[config.mk]
export PLATFORM = sky130hd
export DESIGN_NAME = fetch_ctrl
export DESIGN_NICKNAME = d
export VERILOG_FILES = /design/src/rtl/cpu_pkg.sv /design/src/rtl/fetch_hold_reg.sv /design/src/rtl/fetch_ctrl.sv
export SDC_FILE = /design/constraint.sdc
export NUM_CORES = 1
export LEC_CHECK = 0
export CAP_MARGIN = 15
export CORE_ASPECT_RATIO = 0.9
export CORE_MARGIN = 4
export CORE_UTILIZATION = 52
export CTS_CLUSTER_SIZE = 24
export DETAILED_ROUTE_END_ITERATION = 8
export PLACE_DENSITY_LB_ADDON = 0.3
export SETUP_SLACK_MARGIN = 0.05
export SYNTH_ARGS = -nofsm -noshare
export SYNTH_HDL_FRONTEND = slang
export SYNTH_SLANG_ARGS = --single-unit
[constraint.sdc]
create_clock -name clk -period 5.18 [get_ports clk]
set_input_delay 1.036 -clock clk [delete_from_list [all_inputs] [get_ports clk]]
set_output_delay 1.036 -clock clk [all_outputs]
set_load 0.02 [all_outputs]
[src/rtl/cpu_pkg.sv]
// Shared definitions for the 19-bit CPU.
//   XLEN          : machine word width
//   word_t        : one machine word (instruction or address)
//   fetch_state_e : instruction-fetch controller states
package cpu_pkg;

   localparam int XLEN = 19;

   typedef logic [XLEN-1:0] word_t;

   typedef enum logic [1:0] {
      IDLE = 2'd0,
      RUN  = 2'd1,
      HALT = 2'd2
   } fetch_state_e;

endpackage

[src/rtl/fetch_hold_reg.sv]
// One-entry skid/hold register for the fetch stage. Parks the instruction
// that decode refused so the memory pipeline can keep moving.
// Ports:
//   clk, reset_n         : clock, async active-low reset
//   capture              : load d_instr/d_pc and mark the entry valid
//   flush                : drop the entry (wins over capture)
//   d_instr, d_pc        : instruction and its PC to park
//   hold_valid           : entry holds a live instruction
//   hold_instr, hold_pc  : parked instruction and its PC
module fetch_hold_reg
   import cpu_pkg::*;
(
   input  logic  clk,
   input  logic  reset_n,
   input  logic  capture,
   input  logic  flush,
   input  word_t d_instr,
   input  word_t d_pc,
   output logic  hold_valid,
   output word_t hold_instr,
   output word_t hold_pc
);

   always_ff @(posedge clk or negedge reset_n) begin
      if (!reset_n) begin
         hold_valid <= 1'b0;
         hold_instr <= '0;
         hold_pc    <= '0;
      end else if (flush) begin
         hold_valid <= 1'b0;
      end else if (capture) begin
         hold_valid <= 1'b1;
         hold_instr <= d_instr;
         hold_pc    <= d_pc;
      end
   end

endmodule

[src/rtl/fetch_ctrl.sv]
// Instruction-fetch controller. Owns the PC, presents it to instr_mem, tags
// the returning instruction with its PC, squashes wrong-path data after a
// redirect and absorbs decode stalls with a one-entry hold register.
// Ports:
//   clk, reset_n       : clock, async active-low reset
//   fetch_pc_o         : address to instr_mem
//   mem_instr_i        : instruction for the address presented last cycle
//   stall_i            : decode cannot take the current if_* instruction
//   redirect_valid_i   : branch/jump/resume request, target redirect_pc_i
//   halt_i             : decode accepted a HALT this cycle
//   if_valid_o         : if_instr_o / if_pc_o are valid
//   if_instr_o         : fetched instruction, 0 when not valid
//   if_pc_o            : PC of if_instr_o
//   halted_o           : controller is in HALT
//
// state | meaning
// IDLE  | first cycle out of reset, memory not yet requested
// RUN   | fetching one instruction per cycle
// HALT  | stopped after HALT; only a redirect (or reset) resumes
module fetch_ctrl
   import cpu_pkg::*;
#(
   parameter word_t RESET_PC = 19'h00000
) (
   input  logic  clk,
   input  logic  reset_n,
   output word_t fetch_pc_o,
   input  word_t mem_instr_i,
   input  logic  stall_i,
   input  logic  redirect_valid_i,
   input  word_t redirect_pc_i,
   input  logic  halt_i,
   output logic  if_valid_o,
   output word_t if_instr_o,
   output word_t if_pc_o,
   output logic  halted_o
);

   fetch_state_e state_q;
   word_t        pc_q;
   word_t        mem_pc_q;
   logic         inflight_q;
   logic         hold_valid_q;
   word_t        hold_instr_q;
   word_t        hold_pc_q;
   logic         hold_capture;
   logic         hold_flush;

   // Only park an instruction that is actually live on the memory port and
   // not already being consumed by a redirect or halt.
   assign hold_capture = stall_i & inflight_q & ~hold_valid_q
                         & ~redirect_valid_i & ~halt_i;
   assign hold_flush   = ~stall_i | redirect_valid_i | halt_i;

   fetch_hold_reg u_hold (
      .clk        (clk),
      .reset_n    (reset_n),
      .capture    (hold_capture),
      .flush      (hold_flush),
      .d_instr    (mem_instr_i),
      .d_pc       (mem_pc_q),
      .hold_valid (hold_valid_q),
      .hold_instr (hold_instr_q),
      .hold_pc    (hold_pc_q)
   );

   assign if_valid_o = hold_valid_q | inflight_q;
   assign if_pc_o    = hold_valid_q ? hold_pc_q : mem_pc_q;
   assign if_instr_o = !if_valid_o  ? '0
                     : hold_valid_q ? hold_instr_q
                     :                mem_instr_i;
   assign fetch_pc_o = pc_q;
   assign halted_o   = (state_q == HALT);

   always_ff @(posedge clk or negedge reset_n) begin
      if (!reset_n) begin
         state_q    <= IDLE;
         pc_q       <= RESET_PC;
         mem_pc_q   <= '0;
         inflight_q <= 1'b0;
      end else begin
         mem_pc_q   <= pc_q;
         inflight_q <= (state_q == RUN) & ~redirect_valid_i & ~halt_i;
         case (state_q)
            IDLE: begin
               state_q <= RUN;
               if (redirect_valid_i) pc_q <= redirect_pc_i;
            end
            RUN: begin
               if (redirect_valid_i) begin
                  pc_q <= redirect_pc_i;
               end else if (halt_i) begin
                  state_q <= HALT;
               end else if (!(if_valid_o && stall_i)) begin
                  pc_q <= pc_q + word_t'(1);
               end
            end
            HALT: begin
               if (redirect_valid_i) begin
                  state_q <= RUN;
                  pc_q    <= redirect_pc_i;
               end
            end
            default: state_q <= IDLE;
         endcase
      end
   end

endmodule
After elaboration in Yosys (flattened, before gate mapping)
Index checks and enable logic that the tools add are counted.
{"block": "word_totals", "register_bits": 80, "latchBits": 0, "ram_bits": 0, "rom_bits": 0, "out_inout_bits": 59, "mem_count": 0}
{"block": "op_classes", "add_sub_neg": 1, "multipliers": 0, "div": 0, "magnitude_cmp": 0, "n_eq_ne": 8, "shifts": 0, "n_mux": 14, "bitwise": 14, "n_reduce_logical": 8}
{"operator": "$mux W19", "n": 7}
{"operator": "$pmux W19 S2", "n": 1}
{"operator": "$add A19 B1 Y19 const B", "n": 1}
{"operator": "$and A1 B1 Y1", "n": 6}
{"operator": "$mux W2", "n": 3}
{"operator": "$ne A2 B2 Y1 const B", "n": 3}
{"operator": "$ne A3 B3 Y1 const B", "n": 2}
{"operator": "$pmux W2 S3", "n": 1}
{"operator": "$not A1 Y1", "n": 5}
{"operator": "$reduce_and A4 Y1", "n": 1}
{"operator": "$reduce_bool A2 Y1", "n": 2}
{"operator": "$or A1 B1 Y1", "n": 3}
{"operator": "$reduce_and A3 Y1", "n": 1}
{"operator": "$eq A2 B1 Y1 const B", "n": 1}
{"operator": "$eq A2 B2 Y1 const B", "n": 1}
{"operator": "$logic_not A2 Y1", "n": 1}
{"operator": "$mux W1", "n": 2}
{"operator": "$ne A2 B1 Y1 const B", "n": 1}
{"operator": "$reduce_and A2 Y1", "n": 1}
{"operator": "$reduce_or A2 Y1", "n": 1}
{"operator": "$logic_and A1 B1 Y1", "n": 1}

Longest topological paths before layout
Gate-level depths: netlist of run 1.
{"block": "depth", "depth_word": 6, "ltp_mapped": 7, "depth_no_buf": 5}

Cells and area by module
A second synthesis of run 1 with hierarchy kept.
{"block": "unflattened", "cells_unflattened": 314, "hier_area_um2": 3940.0}
{"module": "fetch_ctrl", "instances": 1, "cells_per_inst": 230, "area_each_um2": 2381.0, "seq_area_each_um2": 1026.0}
{"module": "fetch_hold_reg", "instances": 1, "cells_per_inst": 84, "area_each_um2": 1559.0, "seq_area_each_um2": 975.9}

Worst setup path before layout of run 1
OpenSTA, ideal clock, no wires.
{"block": "synth_timing", "kind": "flip-flop to output port", "startpoint": "register u_hold.hold_valid", "endpoint": "output if_instr_o[10]", "t_arrival_ps": 1389, "required_ps": 4144, "path_slack_ps": 2755, "stages_incl_launch_ff": 5, "n_path_buf": 2, "path_cell_list": "dfrtp_1 > nor2b_1 > clkbuf_1 > clkbuf_1 > a22o_1"}
{"block": "synth_between", "elab_chain_cells": 2, "elab_cells_between_ends": 3, "cone_classes": "2 x mux; 1 x bitwise"}
{"item": "start: declaration", "line_no": "fetch_hold_reg.sv:19", "text": "output logic hold_valid,"}
{"item": "start signal: assignment", "line_no": "fetch_hold_reg.sv:26", "text": "hold_valid <= 1'b0;"}
{"item": "start signal: assignment", "line_no": "fetch_hold_reg.sv:30", "text": "hold_valid <= 1'b0;"}
{"item": "start signal: assignment", "line_no": "fetch_hold_reg.sv:32", "text": "hold_valid <= 1'b1;"}
{"item": "$mux W19 or $or A1 B1 Y1 (tied branches)", "line_no": "fetch_ctrl.sv:70, fetch_ctrl.sv:67"}
{"item": "$mux W19 *", "line_no": "fetch_ctrl.sv:69", "text": "assign if_instr_o = !if_valid_o ? '0"}
{"item": "end: declaration", "line_no": "fetch_ctrl.sv:34", "text": "output word_t if_instr_o,"}
Every way passes the cells marked *; elsewhere a longest branch is shown, timed or not.

Final worst setup path of run 1
{"block": "layout_timing", "startpoint": "register u_hold.hold_valid", "endpoint": "output if_instr_o[8]"}
The elaborated chain is that of the path after synthesis.

==> flow_metrics.env, run 1 <==
export IMPL_num_vias=3005
export IMPL_layout_common_cells="100 x sky130_fd_sc_hd__clkdlybuf4s50_1, 80 x sky130_fd_sc_hd__dfrtp_1, 43 x sky130_fd_sc_hd__mux2_2"
export IMPL_groute_usage_overall=0.2146
export IMPL_synthDominantAreaCellType="sky130_fd_sc_hd__dfrtp_1"
export IMPL_synthesis_nets=363
export IMPL_rows=29
export IMPL_clock_tree_buffer_depth=2
export IMPL_use_met1=0.2899
export IMPL_dieArea_sq_mm=0.008686
export IMPL_mostFrequentLayoutCell="sky130_fd_sc_hd__clkdlybuf4s50_1"
export IMPL_cts_max_level=3
export IMPL_first_pass_iters=4
export IMPL_postRouteWirelength_microns=9059
export IMPL_place_detailed_instances=494
export IMPL_maxCapViolations=0
export IMPL_min_path_type="reg2reg"
export IMPL_cts_clk_slew_worst_paths_ns=0.09
export IMPL_layout_worst_path_cycle_share=0.7100
export IMPL_floorplan_initialDensity=0.5361
export IMPL_synth_seq_cells=80
export IMPL_fillerInstances=517
export IMPL_power_density_cell_area_mw_per_mm2=406.8
export IMPL_vdd_drop_max_v=0.0002361
export IMPL_synth_cell_area_sq_mm=0.003774
export IMPL_post_synth_edffs=0
export IMPL_die_width_microns=97.80
export IMPL_worst_clock_skew_ns=0.009883
export IMPL_num_nets_final=456
export IMPL_ys_warn_count=0
export IMPL_post_route_min_period_ns=3.678
export IMPL_clk_insertion_delay_late_ns=0.35
export IMPL_post_route_cells_drive_above_1_share=0.1775
export IMPL_tritoncts="built"
export IMPL_grt_util_met2=0.3510
export IMPL_finish_utilization=0.7163
export IMPL_clock_root_buffer="sky130_fd_sc_hd__clkbuf_8"
export IMPL_syn_to_layout_area_delta_pct=33.62
export IMPL_fin_tns_setup_ns=0
export IMPL_place_congestion=0.8651
export IMPL_run_status="finished, final reports clean"
export IMPL_slew_viol_final=0
export IMPL_total_gr_overflow=0
export IMPL_grt_antenna_before_repair=0
export IMPL_placed_area_sq_mm=0.004830
export IMPL_grt_setup_unrepaired="false"
export IMPL_route_detailed_drc=0
export IMPL_grt_pass1_vias=2959
export IMPL_core_region_area_sq_mm=0.007039
export IMPL_worstSetupEndpointType="output port"
export IMPL_data_arrival_critical_path_ns=2.64
export IMPL_start_kind="flip-flop"
export IMPL_gr_max_usage_layer="met2"
export IMPL_detail_route_vias_per_cell=5.892
export IMPL_number_of_buffers_added_on_ports=101
export IMPL_detail_route_wl_per_cell_microns=17.76
export IMPL_synth_area_per_cell_sq_um=11.83
export IMPL_syn_inst=319
export IMPL_cells_taking_the_most_area_after_synthesis="sky130_fd_sc_hd__dfrtp_1 53%, sky130_fd_sc_hd__mux2_2 13%, sky130_fd_sc_hd__a22o_1 4.4%"
export IMPL_drt_first_iter_violations=223
export IMPL_ctsHoldBuffers=0
export IMPL_dp_final_hpwl_microns=6310
export IMPL_design_area_sq_mm=0.005042
export IMPL_multi_input_comb_area_sq_mm=0.001669
export IMPL_synth_main_ff_cell="sky130_fd_sc_hd__dfrtp_1"
export IMPL_maxSlewHeadroom=0.2625
export IMPL_die_h_microns=88.82
export IMPL_final_hold_violation_count=0
export IMPL_timing_setup_critical_path_class="reg2out"
export IMPL_leakage_nw=2.079
export IMPL_worstMarginPinSlew_ns=1.101
export IMPL_setup_viol_count_final=0
export IMPL_tritoncts_num_sinks=80
export IMPL_setup_bufs_post_cts=0
export IMPL_postSynth_asyncResetShare=1.000
export IMPL_netlist_cell_type_count=52
export IMPL_use_met3=0.04807
export IMPL_global_route_wire_length_before_repair_microns=14680
export IMPL_io_pins=102
export IMPL_synth_yosys_seq_area_share=0.5305
export IMPL_resize_count_post_cts=0
export IMPL_largest_net_degree_at_the_start_of_global_routing=81
export IMPL_synth_top_cell_area_share=0.5305
export IMPL_drt_antenna_violating_nets=0
export IMPL_required_ns=4.14
export IMPL_layout_cells_non_filler=510
export IMPL_regArea_sq_mm=0.002002
export IMPL_fmax_mhz=271.9
export IMPL_cts_made_buffers=9
export IMPL_antennaDiodeCount=0
export IMPL_worstPathMaxFanout=22
-- cell families after synthesis --
family,after synthesis,synth area share
compound gates,86,0.1638
flops,80,0.5305
simple gates,69,0.1005
mux,58,0.1727
buf+inv,25,0.02918
fa+ha+maj,1,0.003315
-- power by group --
group | switching [mW] | internal, mW | total [mW]
registers | 0.148 | 0.795 | 0.943
logic | 0.298 | 0.326 | 0.623
clock network | 0.241 | 0.243 | 0.485
-- metal layers --
metal / vias up / part of all wire / wire (microns)
li1: 1394 / - / -
met1: 1489 / 0.43 / 3909
met2: 108 / 0.50 / 4526
met3: 14 / 0.055 / 501
met4: 0 / 0.013 / 122
met5: - / 0 / 0
-- cell usage after synthesis (3+ instances only) --
| master | n |
|---|---|
| sky130_fd_sc_hd__buf_2 | 10 |
| sky130_fd_sc_hd__o31ai_1 | 5 |
| sky130_fd_sc_hd__nand2_1 | 18 |
| sky130_fd_sc_hd__nor4_1 | 3 |
| sky130_fd_sc_hd__o211ai_1 | 4 |
| sky130_fd_sc_hd__a21oi_1 | 14 |
| sky130_fd_sc_hd__clkbuf_1 | 9 |
| sky130_fd_sc_hd__o21ai_0 | 6 |
| sky130_fd_sc_hd__nand3_1 | 7 |
| sky130_fd_sc_hd__o22ai_1 | 5 |
| sky130_fd_sc_hd__nand4_1 | 4 |
| sky130_fd_sc_hd__mux2_2 | 43 |
| sky130_fd_sc_hd__mux2_1 | 14 |
| sky130_fd_sc_hd__nor2b_1 | 4 |
| sky130_fd_sc_hd__inv_1 | 3 |
| sky130_fd_sc_hd__nor2_1 | 10 |
| sky130_fd_sc_hd__nor3_1 | 5 |
| sky130_fd_sc_hd__and3_1 | 3 |
| sky130_fd_sc_hd__a211oi_1 | 3 |
| sky130_fd_sc_hd__dfrtp_1 | 80 |
| sky130_fd_sc_hd__a31oi_1 | 12 |
| sky130_fd_sc_hd__a22o_1 | 19 |
-- final cells by class --
class / instances / share of cell area
clock buffer: 10 / 0.02730
inverter: 3 / 0.002233
tap: 93 / 0.02308
multi-input combinational: 214 / 0.3310
sequential: 80 / 0.3970
timing repair buffer: 104 / 0.2045
clock inverter: 6 / 0.01489
-- worst max-delay path, cell delays in order, from the launching register on --
cell and delay, ns:
sky130_fd_sc_hd__dfrtp_1 0.85, sky130_fd_sc_hd__buf_4 0.41, sky130_fd_sc_hd__nor2b_1 0.08, sky130_fd_sc_hd__buf_4 0.21, sky130_fd_sc_hd__a22o_1 0.20, sky130_fd_sc_hd__clkdlybuf4s50_1 0.55
-- registers in the layout, indices dropped and copies added, names as in the netlist --
name and cells:
mem_pc_q 19, u_hold.hold_valid 1, fetch_pc_o 19, state_q 2
u_hold.hold_instr 19, u_hold.hold_pc 19, inflight_q 1
-- final timing paths --
| path | from | slack [ns] | cells past startpoint | end |
|---|---|---|---|---|
| max | u_hold.hold_valid$_DFFE_PN0P_ | 1.50 | 5 | if_instr_o[8] |
| max in group asynchronous | reset_n | 3.70 | 1 | mem_pc_q[7]$_DFF_PN0_ |
| min reg2reg | fetch_pc_o[11]$_DFFE_PN0P_ | 0.47 | 0 | mem_pc_q[11]$_DFF_PN0_ |
| max reg2reg | u_hold.hold_valid$_DFFE_PN0P_ | 2.22 | 5 | u_hold.hold_instr[17]$_DFFE_PN0P_ |
| min in group asynchronous | reset_n | 0.81 | 1 | fetch_pc_o[9]$_DFFE_PN0P_ |
| min | fetch_pc_o[11]$_DFFE_PN0P_ | 0.47 | 0 | mem_pc_q[11]$_DFF_PN0_ |
-- stage by stage --
| step | total power, mW | setup WS, ns | hold WS (ns) |
|---|---|---|---|
| 2_1_floorplan | 1.280 | 2.755 | 0.4541 |
| 3_3_place_gp | 1.550 | 1.813 | 0.4530 |
| 3_5_place_dp | 1.581 | 1.781 | 0.4586 |
| 4_1_cts | 2.069 | 1.471 | 0.4773 |
| 5_1_grt | 2.165 | 1.345 | 0.4971 |
| 6_report | 2.051 | 1.502 | 0.4697 |
No activity file was read; power rests on OpenSTA's default activity.
==> run 2: changes to the inputs <==
CORE_UTILIZATION = 44   (was 52)
clock period = 3.1 ns   (was 5.18 ns; I/O delays follow)
==> run 2 against run 1 <==
Against the previous run: die area rose by 17%; clock-buffer cell count fell by 1; hold slack got worse by 0.059 ns; critical endpoint is now if_instr_o[14]; critical path type unchanged; clock skew barely moved; setup slack got worse by 0.94 ns; sequential power rose by 65%.
==> flow_metrics.env, run 2 (synthesis gave the netlist of run 1 again) <==
export IMPL_clock_root_buffer="sky130_fd_sc_hd__clkbuf_8"
export IMPL_layout_worst_path_cycle_share=0.8192
export IMPL_grt_antenna_before_repair=0
export IMPL_post_route_cells_drive_above_1_share=0.1910
export IMPL_antennaDiodeCount=0
export IMPL_number_of_buffers_added_on_ports=101
export IMPL_setup_bufs_post_cts=0
export IMPL_cts_made_buffers=9
export IMPL_layout_cells_non_filler=539
export IMPL_layout_common_cells="100 x sky130_fd_sc_hd__clkdlybuf4s50_1, 80 x sky130_fd_sc_hd__dfrtp_1, 43 x sky130_fd_sc_hd__mux2_2"
export IMPL_maxCapViolations=0
export IMPL_leakage_nw=2.111
export IMPL_drt_first_iter_violations=239
export IMPL_worst_r2r_endpoint="fetch_pc_o[18]$_DFFE_PN0P_"
export IMPL_use_met3=0.05164
export IMPL_total_gr_overflow=0
export IMPL_timing_setup_critical_path_class="reg2out"
export IMPL_core_region_area_sq_mm=0.008184
export IMPL_worst_clock_skew_ns=0.009872
export IMPL_detail_route_vias_per_cell=5.549
export IMPL_ff2ff_setup_slack_ns=1.09
export IMPL_use_met1=0.2432
export IMPL_num_nets_final=463
export IMPL_vdd_drop_max_v=0.0004158
export IMPL_worstMarginPinSlew_ns=0.9828
export IMPL_floorplan_initialDensity=0.4611
export IMPL_grt_pass1_vias=3016
export IMPL_mostFrequentLayoutCell="sky130_fd_sc_hd__clkdlybuf4s50_1"
export IMPL_post_route_min_period_ns=2.540
export IMPL_die_width_microns=105.6
export IMPL_largest_net_degree_at_the_start_of_global_routing=81
export IMPL_global_route_wire_length_before_repair_microns=15080
export IMPL_num_vias=2991
export IMPL_cts_max_level=3
export IMPL_postRouteWirelength_microns=9172
export IMPL_place_congestion=0.8774
export IMPL_data_arrival_critical_path_ns=1.92
export IMPL_reg2regPathDepth=5
export IMPL_crit_chain="nor2b_1 > buf_4 > a22o_1 > clkdlybuf4s50_1"
export IMPL_fillerInstances=681
export IMPL_dpl_worst_slack_ns=0.6227
export IMPL_grt_setup_unrepaired="false"
export IMPL_start_kind="flip-flop"
export IMPL_first_pass_iters=4
export IMPL_dieArea_sq_mm=0.01012
export IMPL_worstPathMaxFanout=20
export IMPL_syn_to_layout_area_delta_pct=35.68
export IMPL_slew_viol_final=0
export IMPL_maxSlewHeadroom=0.3448
export IMPL_dp_final_hpwl_microns=6524
export IMPL_clk_insertion_delay_late_ns=0.35
export IMPL_setup_viol_count_final=0
export IMPL_clock_tree_buffer_depth=2
export IMPL_cts_clk_slew_worst_paths_ns=0.09
export IMPL_route_detailed_drc=0
export IMPL_critical_path_max_stage_delay_ns=0.61
export IMPL_rows=31
export IMPL_gr_max_usage_layer="met2"
export IMPL_fin_tns_setup_ns=0
export IMPL_ctsHoldBuffers=0
export IMPL_rr_startpoint="fetch_pc_o[0]$_DFFE_PN0P_"
export IMPL_final_hold_violation_count=0
export IMPL_place_detailed_instances=523
export IMPL_die_h_microns=95.86
export IMPL_power_density_cell_area_mw_per_mm2=668.6
export IMPL_fmax_mhz=393.8
export IMPL_io_pins=102
export IMPL_detail_route_wl_per_cell_microns=17.02
export IMPL_tritoncts="built"
export IMPL_drt_antenna_violating_nets=0
export IMPL_resize_count_post_cts=0
export IMPL_worstSetupEndpointType="output port"
export IMPL_tritoncts_num_sinks=80
export IMPL_grt_util_met2=0.3068
export IMPL_required_ns=2.48
export IMPL_groute_usage_overall=0.1865
export IMPL_run_status="finished, final reports clean"
export IMPL_critical_path_slowest_cell="sky130_fd_sc_hd__clkdlybuf4s50_1"
export IMPL_min_path_type="in2async"
export IMPL_worst_slack_ns=0.5604
-- run 2: area by class of cell --
| cell class | instances | area [sq um] | area share |
|---|---|---|---|
| Multi-Input combinational cell | 214 | 1669 | 0.3260 |
| Clock buffer | 9 | 123.9 | 0.02419 |
| Timing Repair Buffer | 111 | 1084 | 0.2116 |
| Inverter | 3 | 11.26 | 0.002199 |
| Clock inverter | 7 | 86.33 | 0.01686 |
| Sequential cell | 80 | 2002 | 0.3910 |
| Tap cell | 115 | 143.9 | 0.02810 |
-- run 2: where the power goes --
group          total [mW]  switching [mW]  internal (mW)  leakage, nW
sequential           1.56           0.236           1.33        0.962
clock               0.805           0.414          0.390        0.104
combinational        1.05           0.503          0.551         1.04
total                3.42            1.15           2.27         2.11
-- run 2: worst max path at each step --
stage | startpoint | end | slack, ns
after floorplan | u_hold.hold_valid$_DFFE_PN0P_ | if_instr_o[10] | 1.09
final | u_hold.hold_valid$_DFFE_PN0P_ | if_instr_o[14] | 0.56
after global routing | u_hold.hold_valid$_DFFE_PN0P_ | if_instr_o[16] | 0.44
after CTS | u_hold.hold_valid$_DFFE_PN0P_ | if_pc_o[18] | 0.54
after global placement | mem_instr_i[1] | if_instr_o[1] | 0.64
after detailed placement | mem_instr_i[16] | if_instr_o[16] | 0.62
-- run 2: metrics by stage --
stage | total power [mW] | hold slack, ns | utilization | instance area (sq um)
2_1_floorplan | 2.139 | 0.3244 | - | 3774
3_3_place_gp | 2.607 | 0.4572 | 0.5999 | 4910
3_5_place_dp | 2.642 | 0.4502 | 0.5999 | 4910
4_1_cts | 3.454 | 0.4639 | 0.6256 | 5120
5_1_grt | 3.626 | 0.5051 | 0.6256 | 5120
6_report | 3.423 | 0.4110 | 0.6256 | 5120
-- run 2: per-layer routing --
metal | share of wire | vias up | wire, microns
li1 | - | 1421 | -
met1 | 0.44 | 1455 | 4076
met2 | 0.48 | 103 | 4436
met3 | 0.058 | 12 | 532
met4 | 0.014 | 0 | 127
met5 | 0 | - | 0
-- run 2: worst max-delay path, delay by kind of cell (launching register included) --
family          cells  cell delay, ns
compound gates      1            0.18
simple gates        1            0.11
buf+inv             2            0.87
flops               1            0.40
